File: src/rtl/tx_serial_pkg.sv
// Shared definitions for the 8N1 serial transmitter: FSM encodings,
// frame geometry and the frame builder used on acceptance.
package tx_serial_pkg;

  typedef enum logic [1:0] {
    inicial     = 2'b00,
    transmissao = 2'b01,
    final_tx    = 2'b10
  } estado_t;

  // start + 8 data + stop
  localparam int BITS_FRAME            = 10;
  // 50 MHz / 115200 baud
  localparam int CICLOS_POR_BIT_PADRAO = 434;

  // Frame as it leaves the shift register, LSB first: start(0), data, stop(1)
  function automatic logic [BITS_FRAME-1:0] monta_quadro(input logic [7:0] dados);
    return {1'b1, dados, 1'b0};
  endfunction

endpackage

File: src/rtl/tx_serial_8n1_contador_m.sv
// Modulo-M counter used as the baud divider. fim flags the last count so
// the caller can act on the same edge the counter wraps.
module contador_m #(
  parameter int M = 434
) (
  input  logic                 clock,
  input  logic                 zera,
  input  logic                 conta,
  output logic [$clog2(M)-1:0] Q,
  output logic                 fim
);

  localparam logic [$clog2(M)-1:0] ULTIMO = ($clog2(M))'(M - 1);

  assign fim = (Q == ULTIMO);

  // Synchronous clear has priority over counting; wrap to 0 after M-1
  always_ff @(posedge clock) begin
    if (zera)
      Q <= '0;
    else if (conta)
      Q <= fim ? '0 : Q + 1'b1;
  end

endmodule

File: src/rtl/tx_serial_8n1.sv
// 8N1 asynchronous serial transmitter. One partida pulse in inicial sends
// one character; pronto pulses for one cycle once the stop bit has ended.
module tx_serial_8n1
  import tx_serial_pkg::*;
#(
  parameter int CICLOS_POR_BIT = CICLOS_POR_BIT_PADRAO
) (
  input  logic       clock,
  input  logic       reset,
  input  logic       partida,
  input  logic [7:0] dados_ascii,
  output logic       saida_serial,
  output logic       ocupado,
  output logic       pronto,
  output logic [1:0] db_estado
);

  estado_t                          estado;
  logic [BITS_FRAME-1:0]            quadro;
  logic [3:0]                       conta_bit;
  logic                             aceita;
  logic                             fim_bit;
  logic                             fim_quadro;
  logic [$clog2(CICLOS_POR_BIT)-1:0] baud_q_unused;

  assign aceita     = (estado == inicial) && partida;
  assign fim_quadro = fim_bit && (conta_bit == 4'(BITS_FRAME - 1));

  // Baud divider: restarts on acceptance so the start bit is a full period
  contador_m #(.M(CICLOS_POR_BIT)) u_baud (
    .clock (clock),
    .zera  (reset || aceita),
    .conta (estado == transmissao),
    .Q     (baud_q_unused),
    .fim   (fim_bit)
  );

  // FSM, shift register and bit counter; data is latched only on acceptance
  always_ff @(posedge clock) begin
    if (reset) begin
      estado    <= inicial;
      quadro    <= '1;
      conta_bit <= '0;
    end else begin
      case (estado)
        inicial: begin
          if (partida) begin
            estado    <= transmissao;
            quadro    <= monta_quadro(dados_ascii);
            conta_bit <= '0;
          end
        end
        transmissao: begin
          if (fim_bit) begin
            quadro <= {1'b1, quadro[BITS_FRAME-1:1]};
            if (fim_quadro) begin
              estado    <= final_tx;
              conta_bit <= '0;
            end else begin
              conta_bit <= conta_bit + 4'd1;
            end
          end
        end
        final_tx: estado <= inicial;
        default:  estado <= inicial;
      endcase
    end
  end

  // Outputs decode state and the register LSB only; line idles high
  assign saida_serial = (estado == transmissao) ? quadro[0] : 1'b1;
  assign ocupado      = (estado == transmissao);
  assign pronto       = (estado == final_tx);
  assign db_estado    = estado;

endmodule

File: config.mk
export PLATFORM = sky130hd
export DESIGN_NAME = tx_serial_8n1
export DESIGN_NICKNAME = d
export VERILOG_FILES = /design/src/rtl/tx_serial_pkg.sv /design/src/rtl/tx_serial_8n1_contador_m.sv /design/src/rtl/tx_serial_8n1.sv
export SDC_FILE = /design/constraint.sdc
export NUM_CORES = 1
export LEC_CHECK = 0
export BUFFER_PORTS_ARGS = -buffer_cell sky130_fd_sc_hd__buf_2
export CORE_AREA = 2 2 55 52
export CTS_CLUSTER_DIAMETER = 120
export DETAILED_ROUTE_END_ITERATION = 6
export DIE_AREA = 0 0 57 54
export GPL_TIMING_DRIVEN = 1
export PLACE_DENSITY_LB_ADDON = 0.25
export SETUP_SLACK_MARGIN = 0.1
export SYNTH_ARGS = -nofsm -noshare
export SYNTH_HDL_FRONTEND = slang
export SYNTH_SLANG_ARGS = --single-unit
File: constraint.sdc
create_clock -name clock -period 2.6 [get_ports clock]
set_input_delay 0.52 -clock clock [delete_from_list [all_inputs] [get_ports clock]]
set_output_delay 0.52 -clock clock [all_outputs]
set_load 0.05 [all_outputs]
### Yosys cells after proc, flatten, opt, wreduce, memory -nomap -nowiden

Cells that the tools add are included.

* register bits: 25
* bits in latches: 0
* memory bits (writable): 0
* bits in read-only memories: 0
* input bits: 11
* output and inout bits: 5
* logic and storage cells: 33
* memories: 0

* $add $sub $neg: 2
* $mul: 0
* div/mod/pow operators: 0
* $lt $le $gt $ge: 0
* equality and inequality tests: 7
* shift operators: 0
* mux-type cells: 13
* bitwise gates (word level): 0
* reduce and logical (&&, ||, !) cells: 7

Operator list (count)
* $mux W10: 2
* $pmux W10 S2: 1
* $mux W4: 3
* $add A9 B1 Y9 const B: 1
* $eq A9 B9 Y1 const B: 1
* $mux W9: 1
* $pmux W4 S2: 1
* $mux W2: 3
* $reduce_and A3 Y1: 2
* $add A4 B1 Y4 const B: 1
* $eq A4 B4 Y1 const B: 1
* $ne A2 B1 Y1 const B: 2
* $pmux W2 S2: 1
* $eq A2 B1 Y1 const B: 1
* $eq A2 B2 Y1 const B: 1
* $logic_and A1 B1 Y1: 2
* $logic_not A2 Y1: 1
* $ne A2 B2 Y1 const B: 1
* $reduce_bool A2 Y1: 1
* $logic_or A1 B1 Y1: 1
* $mux W1: 1

### Depth between registers and ports, before layout

* depth after elaboration: 5
* mapped depth: 8

### Modules after synthesis

From an unflattened synthesis, not the netlist that was laid out.

* cells, all modules: 132
* area, all modules: 1244.9 um^2

Modules (own cells, without submodules)
* tx_serial_8n1: times used 1, cells an instance 84, area an instance 802.0 um^2, seq. area each 300.3 um^2
* contador_m: times used 1, cells an instance 48, area an instance 442.9 um^2, seq. area each 180.2 um^2

### Worst setup path before layout

OpenSTA, ideal clock, no wires.

* kind: register -> output
* from: register estado[0], in the netlist db_estado[0]
* to: output port saida_serial
* arrival: 1739 ps
* required time: 2080 ps
* setup slack: 341 ps
* cell stages (with the launch flop): 6
* cells stage by stage: dfxtp_1 nand2b_1 buf_4 inv_4 buf_2 nand2b_1

* cells in the longest elaborated chain, start to end: 2

Ends and longest elaborated chain
* start, declared: RTL line tx_serial_8n1.sv:18 `estado_t estado;`
* start signal, assigned: RTL line tx_serial_8n1.sv:41 `estado <= inicial;`
* start signal, assigned: RTL line tx_serial_8n1.sv:48 `estado <= transmissao;`
* start signal, assigned: RTL line tx_serial_8n1.sv:57 `estado <= final_tx;`
* $eq A2 B1 Y1
* net ocupado: RTL line tx_serial_8n1.sv:13 `output logic ocupado,`
* $mux W1: RTL line tx_serial_8n1.sv:71 `assign saida_serial = (estado == transmissao) ? quadro[0] : 1'b1;`
* end, declared: RTL line tx_serial_8n1.sv:12 `output logic saida_serial,`

The timed path passes the listed nets, and every way through them passes these cells.

### Worst setup path after layout

* from: register estado[1], in the netlist db_estado[1]
* to: output port saida_serial

* cells in the longest elaborated chain, start to end: 2

Ends and longest elaborated chain (RTL line)
* $eq A2 B1 Y1: tx_serial_8n1.sv:71
* $mux W1: tx_serial_8n1.sv:71

No other way between the ends.

==> flow_summary_export.csv <==
group,metric,value,unit
drt,dr.pass1.iters,4,
yosys,synth_nets,150,
critical_path,slowest_delay,430,ps
clocking,ctsHoldBuffers,0,
critical_path,slowest_stage,"dfxtp_1",
layout,diodes,0,
worst_hold_path,hold_path.class,"in -> reg",
yosys,ys_async_sr_fraction,0,%
yosys,synth_seq_cells,24,
power_and_ir_drop,pwr-share-comb,12.5,%
layout,fin_nets,163,
clocking,clk_latency,310,ps
clocking,cts_buffers,3,
drt,wirelength,2.14,mm
grt,grt_pass1_wl,3.75,mm
yosys,synth_most_common_cell,"dfxtp_1",
grt,grt_max_degree,23,
drt,ant_nets,0,
sta,slew-limit-headroom,68.1,%
yosys,synthFlopType,"dfxtp_1",
power_and_ir_drop,p_clk_share,29.0,%
yosys,yosysWarnings,0,
floorplan,start_util,46.5,%
power_and_ir_drop,switchingPower,171,uW
sta,whs,458,ps
worst_hold_path,hold_start,"dados_ascii[7]",
power_and_ir_drop,power_density,521,nW/um^2
floorplan,die_y,54,um
power_and_ir_drop,power.internal,500,uW
critical_path,arrival,1630,ps
layout,multi_input_area,646,um^2
clocking,clock_path_buffers,2,
critical_path,path_max_fanout,17,
placement,io_buffers,15,
layout,ff_latch_area,480,um^2
sta,post-route-period-util,82.9,%
drt,first_iter_violations,44,
layout,fillers,257,
yosys,synth_cell_types,33,
sta,clock.fmax,464,MHz
sta,hold_viol_final,0,
sta,finClkSkew,6.49,ps
sta,fin_setup_tns,0,ps
sta,setup_violations,0,
placement,gp_congestion,0.804,
yosys,syn_area_per_cell,8.84,um^2
critical_path,reg2reg_slack,910,ps
clocking,cts_root_buf,"clkbuf_4",
critical_path,crit_top_cell,"nand2b_1",
grt,overflow,0,
sta,worstMarginPinSlew,478,ps
grt,antenna_found_initial,0,
placement,hpwl,1.53,mm
sta,period_needed,2150,ps
yosys,synthesis.area,1190,um^2
yosys,synthTopCellsByArea,"dfxtp_1 (40%), a21oi_1 (6.3%), nor3_1 (5.5%), a211oi_1 (5.0%), nor2_1 (4.4%)",
floorplan,coreArea,2570,um^2
power_and_ir_drop,vdd_drop_max,0.446,mV
outcome,outcome,"finished, final reports clean",
critical_path,crit_required,2080,ps
critical_path,r2r_start,"db_estado[0]",
yosys,synth_top_cell_by_area,"dfxtp_1",
floorplan,io_pins,16,
run,drv_cap,0,
grt,grtUsageTotal,15.5,%
yosys,yosysSeqAreaShare,40.3,%
floorplan,num_rows,18,
clocking,cts_sinks,24,
critical_path,critPathLaunch,"db_estado[1]",
power_and_ir_drop,seqPwrFrac,58.5,%
yosys,synth_edf_count,0,
yosys,yosys-top-cells-count,"dfxtp_1 (24), a21oi_1 (15), nor2_1 (14)",
clocking,clk_pin_slew,130,ps
clocking,post_cts_resized,0,
drt,drcViolationCount,0,
sta,rsz0062_at_grt,"false",
yosys,netlist_instances,135,
drt,vias_per_cell,5.42,
critical_path,end_kind,"output port",
critical_path,crit_path_cell_trace,"nand2b_1 -> inv_4 -> nand2b_1 -> buf_2",
yosys,synth_top_area_share,40.3,%
clocking,tritoncts,"done",
critical_path,cp-start-kind,"register",
floorplan,die_w,57,um
sta,slew_viol_final,0,
clocking,postCtsSetupBuffers,0,
layout,layout-drive-gt1-share,18.4,%
layout,area_growth,7.97,%
grt,grt_pass1_vias,898,
clocking,htree_levels,1,
drt,via_count,960,
power_and_ir_drop,p_leak,0.456,nW
floorplan,dieArea,3080,um^2
critical_path,path_class,"reg -> out",
power_and_ir_drop,sw_frac_of_total,25.5,%
drt,wl_per_cell,12.1,um
[worst max-delay path, delay by kind of cell, from the launching register on]
kind / cells / cell delay [ps]
buffers and inverters: 2 / 420
flip-flops: 1 / 430
AND/OR/NAND/NOR: 2 / 470
[per-stage QoR]
step / setup WS (ps) / area (um^2) / std cells / total power, mW / utilization [%]
after floorplan: 341 / 1190 / 135 / 0.472 / -
after global placement: 808 / 1250 / 173 / 0.483 / 48.8
after detailed placement: 794 / 1250 / 173 / 0.485 / 48.8
after CTS: 422 / 1290 / 177 / 0.680 / 50.2
after global routing: 331 / 1290 / 177 / 0.707 / 50.2
final: 445 / 1290 / 177 / 0.671 / 50.2
[state kept, by name, summed over array words and instances (netlist names)]
register / count
u_baud.Q: 9
db_estado: 2
quadro: 9
conta_bit: 4
[cell families after synthesis]
logic type,share of synthesized area [%]
mux,0.839
xor+xnor,5.14
fa+ha+maj,4.19
simple gates,31.0
compound gates,12.9
buf+inv,5.66
flops,40.3
[per-layer routing]
metal | wire length (um) | part of all wire [%] | GRT usage (%)
met5 | 0 | 0 | 0
met3 | 99 | 4.6 | 5.29
met1 | 1030 | 48 | 17.2
met2 | 997 | 47 | 29.1
met4 | 14 | 0.65 | 3.49
[placed cells by master (no fill, tap or decap)]
cell type / n
nand3_4: 1
inv_1: 2
ha_1: 4
or3_1: 3
nor3b_1: 2
or3_2: 1
and4b_4: 1
and3b_1: 1
nor2_1: 14
dfxtp_1: 24
o21ai_0: 2
a21oi_1: 15
clkbuf_4: 3
and2_1: 7
buf_2: 15
nand2_1: 6
and4bb_4: 1
xnor2_1: 6
a31o_2: 1
clkbuf_8: 1
nor3_1: 13
mux2i_1: 1
xor2_1: 1
inv_4: 1
nand3b_1: 2
nand3_1: 2
a211oi_1: 8
nand2b_1: 2
nand4_1: 3
nor2b_1: 2
or2_2: 1
nand2b_4: 1
[worst paths after layout]
| path | endpoint | cells past startpoint |
|---|---|---|
| max | saida_serial | 4 |
| min reg2reg | conta_bit[3] | 2 |
| min | quadro[8] | 3 |
| max reg2reg | conta_bit[3] | 5 |
[final cells by class]
class                      instances  share of cell area [%]
multi-input combinational        101                    50.1
sequential                        24                    37.3
timing repair buffer              15                    5.83
tap                               30                    2.91
clock buffer                       4                    2.82
inverter                           3                    1.07
[power groups by stage]
stage               Sequential (mW)  Clock, mW  Combinational [mW]
floorplan                     0.403          0              0.0698
global placement              0.400          0              0.0831
detailed placement            0.400          0              0.0851
CTS                           0.392      0.202              0.0852
global route                  0.394      0.219              0.0932
finish                        0.392      0.195              0.0842
Note: power is estimated with default switching activity, not from simulation.
